[config.mk]
export PLATFORM = sky130hd
export DESIGN_NAME = vga_timing_gen
export DESIGN_NICKNAME = d
export VERILOG_FILES = /design/src/rtl/vga_timing_pkg.sv /design/src/rtl/vga_pix_prescaler.sv /design/src/rtl/vga_timing_gen.sv
export SDC_FILE = /design/constraint.sdc
export NUM_CORES = 1
export LEC_CHECK = 0
export ABC_AREA = 0
export CORE_MARGIN = 2
export CORE_UTILIZATION = 49
export CTS_CLUSTER_DIAMETER = 150
export CTS_CLUSTER_SIZE = 20
export DETAILED_ROUTE_END_ITERATION = 10
export HOLD_SLACK_MARGIN = 0.1
export PLACE_DENSITY = 0.81
export RECOVER_POWER = 25
export SETUP_SLACK_MARGIN = 0.02
export SLEW_MARGIN = 25
export SYNTH_ARGS = -nofsm -noshare
export SYNTH_HDL_FRONTEND = slang
export SYNTH_SLANG_ARGS = --single-unit
[constraint.sdc]
create_clock -name clk -period 1.9 [get_ports clk]
set_clock_uncertainty 0.05 [all_clocks]
set_input_delay 0.19 -clock clk [delete_from_list [all_inputs] [get_ports clk]]
set_output_delay 0.19 -clock clk [all_outputs]
set_load 0.02 [all_outputs]
[src/rtl/vga_timing_pkg.sv]
// Shared timing types, standard mode presets and bound helper for the VGA timing generator.
package vga_timing_pkg;

    typedef struct packed {
        logic [15:0] h_active;
        logic [15:0] h_fp;
        logic [15:0] h_sync;
        logic [15:0] h_bp;
        logic [15:0] v_active;
        logic [15:0] v_fp;
        logic [15:0] v_sync;
        logic [15:0] v_bp;
    } vga_timing_t;

    typedef struct packed {
        logic [15:0] total;
        logic [15:0] sync_start;
        logic [15:0] sync_end;
    } vga_bounds_t;

    localparam vga_timing_t VGA_640x480 = '{
        h_active: 16'd640, h_fp: 16'd16, h_sync: 16'd96,  h_bp: 16'd48,
        v_active: 16'd480, v_fp: 16'd10, v_sync: 16'd2,   v_bp: 16'd33
    };

    localparam vga_timing_t SVGA_800x600 = '{
        h_active: 16'd800, h_fp: 16'd40, h_sync: 16'd128, h_bp: 16'd88,
        v_active: 16'd600, v_fp: 16'd1,  v_sync: 16'd4,   v_bp: 16'd23
    };

    // Sync window is [sync_start, sync_end); total is the full period in counts.
    function automatic vga_bounds_t vga_bounds(input int active, input int fp,
                                               input int sync, input int bp);
        vga_bounds_t b;
        b.total      = 16'(active + fp + sync + bp);
        b.sync_start = 16'(active + fp);
        b.sync_end   = 16'(active + fp + sync);
        return b;
    endfunction

endpackage

[src/rtl/vga_pix_prescaler.sv]
// Divides clk into a one-clk pixel-advance strobe every CLK_DIV cycles while enabled.
module vga_pix_prescaler #(
    parameter int CLK_DIV = 4
) (
    input  logic clk,
    input  logic reset,
    input  logic en,
    output logic pix_ce
);

    localparam int PW = (CLK_DIV > 1) ? $clog2(CLK_DIV) : 1;
    localparam logic [PW-1:0] LAST = PW'(CLK_DIV - 1);

    logic [PW-1:0] cnt;

    // Free-running 0..CLK_DIV-1 phase counter, held at 0 while disabled.
    always_ff @(posedge clk or posedge reset) begin
        if (reset) begin
            cnt <= '0;
        end else if (!en || cnt == LAST) begin
            cnt <= '0;
        end else begin
            cnt <= cnt + PW'(1);
        end
    end

    // Gated by reset so the strobe is quiet while reset is held, even with CLK_DIV=1.
    assign pix_ce = en && !reset && (cnt == LAST);

endmodule

[src/rtl/vga_timing_gen.sv]
// Parametrised VGA timing source: pixel prescaler, h/v counters and registered sync/blank decode.
module vga_timing_gen
    import vga_timing_pkg::*;
#(
    parameter int H_ACTIVE = 640,
    parameter int H_FP     = 16,
    parameter int H_SYNC   = 96,
    parameter int H_BP     = 48,
    parameter int V_ACTIVE = 480,
    parameter int V_FP     = 10,
    parameter int V_SYNC   = 2,
    parameter int V_BP     = 33,
    parameter int CLK_DIV  = 4,
    parameter bit HS_POL   = 1'b0,
    parameter bit VS_POL   = 1'b0,
    parameter int CW       = 11
) (
    input  logic          clk,
    input  logic          reset,
    input  logic          en,
    output logic          pix_ce,
    output logic          h_sync,
    output logic          v_sync,
    output logic          de,
    output logic          hblank,
    output logic          vblank,
    output logic [CW-1:0] x_pixel,
    output logic [CW-1:0] y_pixel,
    output logic          line_start,
    output logic          frame_start
);

    localparam vga_bounds_t H_BND = vga_bounds(H_ACTIVE, H_FP, H_SYNC, H_BP);
    localparam vga_bounds_t V_BND = vga_bounds(V_ACTIVE, V_FP, V_SYNC, V_BP);
    localparam int H_TOTAL = H_ACTIVE + H_FP + H_SYNC + H_BP;
    localparam int V_TOTAL = V_ACTIVE + V_FP + V_SYNC + V_BP;

    localparam logic [CW-1:0] H_LAST = CW'(H_BND.total - 16'd1);
    localparam logic [CW-1:0] V_LAST = CW'(V_BND.total - 16'd1);
    localparam logic [CW-1:0] H_SS   = CW'(H_BND.sync_start);
    localparam logic [CW-1:0] H_SE   = CW'(H_BND.sync_end);
    localparam logic [CW-1:0] V_SS   = CW'(V_BND.sync_start);
    localparam logic [CW-1:0] V_SE   = CW'(V_BND.sync_end);
    localparam logic [CW-1:0] H_ACT  = CW'(H_ACTIVE);
    localparam logic [CW-1:0] V_ACT  = CW'(V_ACTIVE);

    if (H_ACTIVE == 0 || H_FP == 0 || H_SYNC == 0 || H_BP == 0 ||
        V_ACTIVE == 0 || V_FP == 0 || V_SYNC == 0 || V_BP == 0) begin : g_bad_timing
        $error("vga_timing_gen: timing parameters must all be non-zero");
    end
    if (CLK_DIV < 1 || CLK_DIV > 16) begin : g_bad_div
        $error("vga_timing_gen: CLK_DIV must be in 1..16");
    end
    if ((H_TOTAL - 1) >= (1 << CW) || (V_TOTAL - 1) >= (1 << CW)) begin : g_bad_cw
        $error("vga_timing_gen: CW too small for the line/frame totals");
    end

    logic [CW-1:0] h_cnt;
    logic [CW-1:0] v_cnt;
    logic          en_q;
    logic          new_pix;
    logic          show;

    vga_pix_prescaler #(.CLK_DIV(CLK_DIV)) u_prescaler (
        .clk    (clk),
        .reset  (reset),
        .en     (en),
        .pix_ce (pix_ce)
    );

    // Raster position: h advances per pixel, v per completed line; both clear while disabled.
    always_ff @(posedge clk or posedge reset) begin
        if (reset) begin
            h_cnt <= '0;
            v_cnt <= '0;
        end else if (!en) begin
            h_cnt <= '0;
            v_cnt <= '0;
        end else if (pix_ce) begin
            if (h_cnt == H_LAST) begin
                h_cnt <= '0;
                v_cnt <= (v_cnt == V_LAST) ? '0 : v_cnt + CW'(1);
            end else begin
                h_cnt <= h_cnt + CW'(1);
            end
        end
    end

    // en_q keeps the decode alive for the one clk after en drops; new_pix marks a count not yet shown.
    always_ff @(posedge clk or posedge reset) begin
        if (reset) begin
            en_q    <= 1'b0;
            new_pix <= 1'b1;
        end else begin
            en_q    <= en;
            new_pix <= !en || pix_ce;
        end
    end

    assign show = en || en_q;

    // Registered decode of the counters; idle (reset) values whenever the timing is stopped.
    always_ff @(posedge clk or posedge reset) begin
        if (reset) begin
            h_sync      <= ~HS_POL;
            v_sync      <= ~VS_POL;
            de          <= 1'b0;
            hblank      <= 1'b0;
            vblank      <= 1'b0;
            x_pixel     <= '0;
            y_pixel     <= '0;
            line_start  <= 1'b0;
            frame_start <= 1'b0;
        end else if (show) begin
            h_sync      <= (h_cnt >= H_SS && h_cnt < H_SE) ? HS_POL : ~HS_POL;
            v_sync      <= (v_cnt >= V_SS && v_cnt < V_SE) ? VS_POL : ~VS_POL;
            de          <= (h_cnt < H_ACT) && (v_cnt < V_ACT);
            hblank      <= (h_cnt >= H_ACT);
            vblank      <= (v_cnt >= V_ACT);
            x_pixel     <= h_cnt;
            y_pixel     <= v_cnt;
            line_start  <= new_pix && (h_cnt == '0);
            frame_start <= new_pix && (h_cnt == '0) && (v_cnt == '0);
        end else begin
            h_sync      <= ~HS_POL;
            v_sync      <= ~VS_POL;
            de          <= 1'b0;
            hblank      <= 1'b0;
            vblank      <= 1'b0;
            x_pixel     <= '0;
            y_pixel     <= '0;
            line_start  <= 1'b0;
            frame_start <= 1'b0;
        end
    end

endmodule

Yosys cells after proc, flatten, opt, wreduce, memory -nomap -nowiden
Index checks and enable logic that the tools add are counted.
{"block": "word_totals", "reg_bits": 55, "input_bits": 3, "output_inout_bits": 30, "elab_cells": 64}
{"block": "classes", "addsub": 3, "magnitude_cmp": 8, "eq_ne": 5, "mux": 19, "n_reduce_logical": 15}
{"op": "two-way mux 11 bit", "n": 9}
{"op": "adder 11 x 1 -> 11 bit, second input constant", "n": 2}
{"op": "== test 11 x 10 -> 1 bit, second input constant", "n": 2}
{"op": ">= comparator 11 x 10 -> 1 bit, second input constant", "n": 2}
{"op": ">= comparator 11 x 9 -> 1 bit, second input constant", "n": 2}
{"op": "zero test 11 bit", "n": 2}
{"op": "< comparator 11 x 10 -> 1 bit, second input constant", "n": 2}
{"op": "< comparator 11 x 9 -> 1 bit, second input constant", "n": 2}
{"op": "two-way mux 1 bit", "n": 9}
{"op": "logical AND 1 bit", "n": 7}
{"op": "inequality test 2 x 1 -> 1 bit, second input constant", "n": 2}
{"op": "logical OR 1 bit", "n": 3}
{"op": "adder 2 x 1 -> 2 bit, second input constant", "n": 1}
{"op": "== test 2 bit, second input constant", "n": 1}
{"op": "zero test 1 bit", "n": 2}
{"op": "two-way mux 2 bit", "n": 1}
{"op": "AND reduction 2 bit", "n": 1}

Depth between registers and ports, before layout
Gate-level depths: netlist (run 1).
{"block": "logic_depth", "ltp_word": 5, "ltp_mapped": 8, "ltp_nobuf": 6}

Hierarchy
Synthesis (run 1) repeated with hierarchy kept, for this count alone.
{"block": "unflattened", "hier_cells": 225, "area_unflattened_um2": 2457.4}
{"module": "vga_timing_gen", "n_inst": 1, "cells_per_inst": 218, "area_per_inst_um2": 2361.0, "seq_area_each_um2": 1330.0}
{"module": "vga_pix_prescaler", "n_inst": 1, "cells_per_inst": 7, "area_per_inst_um2": 96.3, "seq_area_each_um2": 50.0}

Worst setup path before layout (run 1)
Ideal clock, no wire load.
{"block": "synth_path", "kind": "register to register", "startpoint": "register u_prescaler.cnt[0]", "endpoint": "register v_cnt[7]", "setup_ns": 0.129, "t_arrival_ns": 1.564, "required_ns": 1.721, "setup_slack_ns": 0.157, "stages_incl_launch_ff": 9, "n_path_buf": 2, "period_less_slack_ns": 1.743, "path_cell_list": "dfrtp_1 -> ha_1 -> nand3b_2 -> inv_1 -> and4_1 -> buf_4 -> buf_6 -> a32oi_1 -> o31ai_1"}
{"block": "synth_via", "elab_chain_cells": 4}
{"element": "from (decl)", "line_no": "vga_pix_prescaler.sv:14", "source": "logic [PW-1:0] cnt;"}
{"element": "from (signal assigned)", "line_no": "vga_pix_prescaler.sv:23", "source": "cnt <= cnt + PW'(1);"}
{"element": "== test 2 bit", "line_no": "vga_pix_prescaler.sv:28", "source": "assign pix_ce = en && !reset && (cnt == LAST);"}
{"element": "logical AND 1 bit", "line_no": "vga_pix_prescaler.sv:28"}
{"element": "named net pix_ce", "line_no": "vga_timing_gen.sv:21", "source": "output logic pix_ce,"}
{"element": "inequality test 2 x 1 -> 1 bit (no source line)"}
{"element": "AND reduction 2 bit (no source line)"}
{"element": "to (signal assigned)", "line_no": "vga_timing_gen.sv:82", "source": "v_cnt <= (v_cnt == V_LAST) ? '0 : v_cnt + CW'(1);"}
{"element": "to (decl)", "line_no": "vga_timing_gen.sv:59", "source": "logic [CW-1:0] v_cnt;"}
The timed path passes the listed nets, and every way through them passes these cells.
A chain may end at the register's enable or synchronous reset.

Final worst setup path (run 1)
{"block": "layout_path", "startpoint": "input en", "endpoint": "register v_cnt[7]"}
{"block": "layout_via", "elab_chain_cells": 4, "elab_cells_between_ends": 6, "cone_classes": "eq/ne: 2; mux: 1; reduce/logical: 3"}
{"element": "from (decl)", "line_no": "vga_timing_gen.sv:20", "source": "input logic en,"}
{"element": "logical AND 1 bit (2 in a row)", "line_no": "vga_pix_prescaler.sv:28"}
{"element": "inequality test 2 x 1 -> 1 bit (no source line)"}
{"element": "AND reduction 2 bit (no source line)"}
Parallel ways exist; a longest one is shown, timed or not.

==> results.ini, run 1 <==
[detailed_routing]
route.detailed.drc = 0
drt-wirelength-per-cell_um = 14.79
ant_nets = 0
vias = 1971
vias_per_cell = 5.537
totalWireLength_um = 5266
drtIter0Drc = 197
firstDrtPassIters = 4

[final_layout]
syn_to_final_growth_pct = 26.21
antenna_cells_inserted = 0
drive_gt1_share_pct = 14.88
nFillCells = 404
final-instance-count-excl-fill = 356
nets = 297
multi_input_area_um2 = 975.9
register_area_um2 = 1383

[worst_setup_path]
crit_type = primary input to register
required_ps = 2060
cp_max_fo = 15
end_kind = register
arrival_ps = 1980
critPathLaunchType = primary input

[timing]
setup_viol = 0
slew_headroom_pct = 54.07
timing.final.crit_share_pct = 96.05
grt_setup_unrepaired = false
fin_crit_ps = 1825
worstMarginPinSlew_ps = 688.2
slew_violations = 0
max_freq_mhz = 547.9
finalHoldViolations = 0

[place]
dpl.cell_count = 348
place.gp.congestion = 0.9335
io_buffers = 32
dp_hpwl_um = 3744

[synth]
avgSynthCellArea_um2 = 10.44
syn_inst = 235
synth_area_leaders = dfrtp_1 (53%), nor2_1 (4.0%), nor2b_1 (3.6%)
synth-main-ff-cell = dfrtp_1
yosysWarnings = 0
synth_top_area_share_pct = 53.03
syn_nets = 244
yosysMostFrequentCell = dfrtp_1
synthArstFlopShare_pct = 100.0
synth_edf_count = 0
netlist_top_cells_count = dfrtp_1 (52), nor2_1 (26), nand2_1 (15), inv_1 (14), nor2b_1 (14)
syn_area_um2 = 2454
synth_seq_cells = 55
synth_top_area_cell = dfrtp_1
synth_seq_area_share_pct = 56.25
ys_types = 41

[global_routing]
grt_max_degree = 27
grt-ovfl-total = 0
grt_pass1_vias = 1803
grt_use_total_pct = 21.03
grt_pass1_wl_um = 8894
antenna_found_initial = 0

[clock_network]
cts.path.max_buffers = 2
cts-buffers-inserted = 5
cts_resized = 1
cts_tree = yes
clkTransAtPathRegs_ps = 90
clock_sinks = 55
cts_hold_buf = 0
clk_latency_ps = 310
root_buffer = clkbuf_8
postCtsSetupRepairBufs = 0
cts_max_level = 2

[die]
initial_utilization_pct = 51.27
dieArea_um2 = 5589
fp.dieH_um = 74.76
rows = 25
die_width_um = 74.76
io_pins = 33
core_um2 = 4786

[power]
peakVddDrop_v = 0.0004653
power_density_nw_per_um2 = 617.8
total_power_mw = 1.913
p_leak_nw = 1.358

[worst_hold_path]
holdCritPathClass = register to register

[job]
drv_cap = 0

[status]
outcome = finished, final reports clean

==> power by group <==
group | switching (mW) | total (mW) | internal (mW) | leakage (nW)
Clock | 0.359 | 0.617 | 0.258 | 0.0412
Sequential | 0.00433 | 1.19 | 1.18 | 0.743
Combinational | 0.0697 | 0.107 | 0.0376 | 0.573
Total | 0.433 | 1.91 | 1.48 | 1.36
==> worst max-delay path, stage by stage <==
cell and delay [ps]:
clkdlybuf4s50_1 510, clkbuf_1 510, inv_1 150, a41oi_2 370, a32oi_1 140, o31ai_1 100
==> metrics by stage <==
| stage | area (um2) | hold slack, ps | TNS (ps) | util (%) | setup slack, ps |
|---|---|---|---|---|---|
| 2_1_floorplan | 2454 | 171.4 | 0 | - | 156.7 |
| 3_3_place_gp | 3014 | 369.1 | 0 | 62.98 | 55.68 |
| 3_5_place_dp | 3014 | 379.7 | -13.16 | 62.98 | -13.16 |
| 4_1_cts | 3098 | 176.5 | 0 | 64.73 | 39.51 |
| 5_1_grt | 3097 | 397.7 | 0 | 64.71 | 28.32 |
| 6_report | 3097 | 388.2 | 0 | 64.71 | 74.96 |
==> layout make-up <==
type	instances	area share [%]
clock inverters	2	0.4040
flip-flops and latches	55	44.65
inverters	14	1.697
well taps	67	2.707
repair buffers	58	16.69
multi-input cells	154	31.52
clock buffers	6	2.343
==> worst paths after layout <==
check / from / end / slack (ps) / cells after the start
worst max-delay path: en / v_cnt[7] / 70 / 6
worst min-delay path: u_prescaler.cnt[0] / u_prescaler.cnt[0] / 390 / 1
worst max register to register: v_cnt[1] / v_cnt[8] / 120 / 5
worst min register to register: u_prescaler.cnt[0] / u_prescaler.cnt[0] / 390 / 1
max in group asynchronous: reset / v_cnt[0] / 360 / 3
min in group asynchronous: reset / h_cnt[10] / 400 / 2
==> routing by layer <==
| layer | track usage [%] | wire length (um) | vias up |
|---|---|---|---|
| met1 | 28.46 | 2243 | 932 |
| met2 | 34.12 | 2587 | 89 |
| met4 | 7.738 | 107 | 0 |
| li1 | - | - | 936 |
| met5 | 0 | 0 | - |
| met3 | 3.882 | 327 | 14 |
==> sequential cells by signal (all words and copies together) (netlist names) <==
name	flops
v_cnt	11
x_pixel	11
h_cnt	11
v_sync	1
new_pix	1
vblank	1
en_q	1
u_prescaler.cnt	2
frame_start	1
y_pixel	11
hblank	1
de	1
line_start	1
h_sync	1
==> logic make-up after synthesis <==
kind of cell | count (synthesis) | synth area share, %
flops | 55 | 56.25
compound gates | 39 | 10.76
simple gates | 102 | 22.69
fa+ha+maj | 6 | 3.060
xor+xnor | 7 | 2.499
buf+inv | 26 | 4.742
==> placed cells by master (no fill, tap or decap), types with 3 or more instances in the layout <==
cell and instances:
a21oi_1 8, a31oi_1 11, and4_1 3, buf_4 22, clkbuf_1 3, clkbuf_8 5
clkdlybuf4s50_1 30, dfrtp_1 50, dfstp_2 3, ha_1 5, inv_1 14, nand2_1 15
nand2b_1 3, nand3_1 11, nand4_1 7, nor2_1 26, nor2b_1 14, nor3_1 5
nor4_1 4, o21ai_0 4, o31ai_1 3, xnor2_1 6
Power figures use the tool's default switching activity.
==> run 2, diff against run 1 <==
- SYNTH_HIERARCHICAL: unset -> 1
==> run 2 against run 1 <==
  * Global-route usage decreased by 2.2 points
  * Critical path depth decreased by 2
  * Clock-buffer cell count unchanged
  * Combinational power increased by 84%
  * Non-clock buffer count increased by 7
  * Critical endpoint is now pix_ce
==> results.ini, run 2 <==
[worst_setup_path]
ff2ff_setup_slack_ps = 80
required_ps = 1660
cp-startpoint = u_prescaler/cnt[0]
reg2reg_from = u_prescaler/cnt[0]
cp_max_fo = 4
crit_type = register to output port
crit_path_max_incr_delay_ps = 400
critPathLaunchType = register
crit_slowest_cell = dfrtp_1
end_kind = output port
arrival_ps = 1580
path_cells = ha_2 > and3b_2 > buf_4 > dlygate4sd2_1
reg2reg_depth = 6

[timing]
timing.final.crit_share_pct = 95.96
finalWorstSetupSlack_ps = 76.85
fin_crit_ps = 1823
finalHoldViolations = 0
grt_setup_unrepaired = true
slew_violations = 0
max_freq_mhz = 548.5
slew_headroom_pct = 25.46
worstMarginPinSlew_ps = 1118
setup_viol = 0

[place]
pre_cts_ws_ps = -59.08
io_buffers = 32
dp_hpwl_um = 3482
place.gp.congestion = 0.8521

[detailed_routing]
drtIter0Drc = 190
ant_nets = 0
totalWireLength_um = 4880
vias_per_cell = 5.319
vias = 1899
firstDrtPassIters = 4
route.detailed.drc = 0
drt-wirelength-per-cell_um = 13.67

[final_layout]
postLayoutCoreUtil_pct = 67.09
nets = 298
layout_common_cells = dfrtp_1 (52), clkdlybuf4s50_1 (30), buf_4 (27)
nFillCells = 359
layout_commonest_cell = dfrtp_1
drive_gt1_share_pct = 20.34
antenna_cells_inserted = 0
syn_to_final_growth_pct = 30.65

[global_routing]
antenna_found_initial = 0
grt_max_degree = 54
grt_use_total_pct = 18.80
grt-ovfl-total = 0
grt_pass1_wl_um = 7935
grt_pass1_vias = 1694

[synth]
ys_types = 44
yosysMostFrequentCell = dfrtp_1
avgSynthCellArea_um2 = 10.92
syn_area_um2 = 2457
synth_seq_area_share_pct = 56.16
synth_edf_count = 0
syn_nets = 234
synth_seq_cells = 55
synth_area_leaders = dfrtp_1 (53%), nor2b_1 (4.1%), dfstp_2 (3.2%)
yosysWarnings = 6
synth_top_area_cell = dfrtp_1
synth_top_area_share_pct = 52.95
synth-main-ff-cell = dfrtp_1
synthArstFlopShare_pct = 100.0
netlist_top_cells_count = dfrtp_1 (52), nor2_1 (17), nor2b_1 (16), a21oi_1 (15), nand2_1 (12)
syn_inst = 225

[die]
initial_utilization_pct = 51.35
io_pins = 33
rows = 25
die_width_um = 74.82
fp.dieH_um = 74.82
core_um2 = 4786
dieArea_um2 = 5597

[status]
outcome = finished, final reports clean

[power]
peakVddDrop_v = 0.0003048
p_leak_nw = 1.444
power_density_nw_per_um2 = 648.1

[clock_network]
root_buffer = clkbuf_8
cts_hold_buf = 0
clkTransAtPathRegs_ps = 100
clk_latency_ps = 310
clock_sinks = 55
cts_tree = yes
cts_max_level = 2
cts-buffers-inserted = 5
cts.path.max_buffers = 2

[job]
drv_cap = 0

[worst_hold_path]
holdCritPathClass = primary input to asynchronous set/reset pin

## run 2: worst max-delay path: cells and delay by family, from the launching register on
family	cells	cell delay (ps)
adder cells (fa/ha/maj)	1	190
flip-flops	1	400
AND/OR/NAND/NOR	1	230
buffers and inverters	2	450
## run 2: layout make-up
class | count | area, um2 | share of cell area [%]
Clock buffer | 6 | 82.58 | 2.572
Sequential cell | 55 | 1380 | 42.99
Clock inverter | 2 | 16.27 | 0.5066
Inverter | 12 | 45.04 | 1.403
Tap cell | 67 | 83.83 | 2.611
Multi-Input combinational cell | 150 | 1025 | 31.92
Timing Repair Buffer | 65 | 578.1 | 18.00
## run 2: repair_timing
action,CTS,global route
endpoints found under the setup margin,2,15
gates resized for setup,1,8
pin swaps,2,7
setup buffers,1,0
gates cloned,0,1
## run 2: power breakdown
part / internal [mW] / switching (mW)
logic: 0.0833 / 0.114
registers: 1.20 / 0.0112
clock network: 0.298 / 0.378
total: 1.58 / 0.503
## run 2: final timing paths
check	end
hold / removal	u_prescaler/cnt[0]
max in group asynchronous	y_pixel[7]
setup reg to reg	v_cnt[10]
hold reg to reg	u_prescaler/cnt[0]
min in group clk	u_prescaler/cnt[0]
setup / recovery	pix_ce
## run 2: cell families (layout without fill, tap and decap cells)
kind of cell | Yosys count | in the layout | share of synthesized area, %
compound gates | 37 | 37 | 9.572
xor+xnor | 6 | 6 | 2.138
fa+ha+maj | 6 | 6 | 3.055
buf+inv | 20 | 85 | 4.175
flops | 55 | 55 | 56.16
simple gates | 101 | 101 | 24.90
## run 2: stage by stage
stage	power [mW]	cell area [um2]	hold slack (ps)	std cells	setup TNS, ps
floorplan	1.335	2460	-118.8	225	0
finish	2.081	3211	222.0	357	0
global route	2.150	3211	271.4	357	-4.955
global placement	1.419	3063	382.9	347	-47.36
CTS	2.090	3168	117.7	356	0
detailed placement	1.427	3063	392.1	347	-225.3
## run 2: layer usage
layer	vias to the layer above	track usage [%]	wire length [um]
met3	6	3.614	198
met4	0	6.349	53
met2	62	29.20	2412
met5	-	0	0
met1	909	26.70	2216
li1	922	-	-
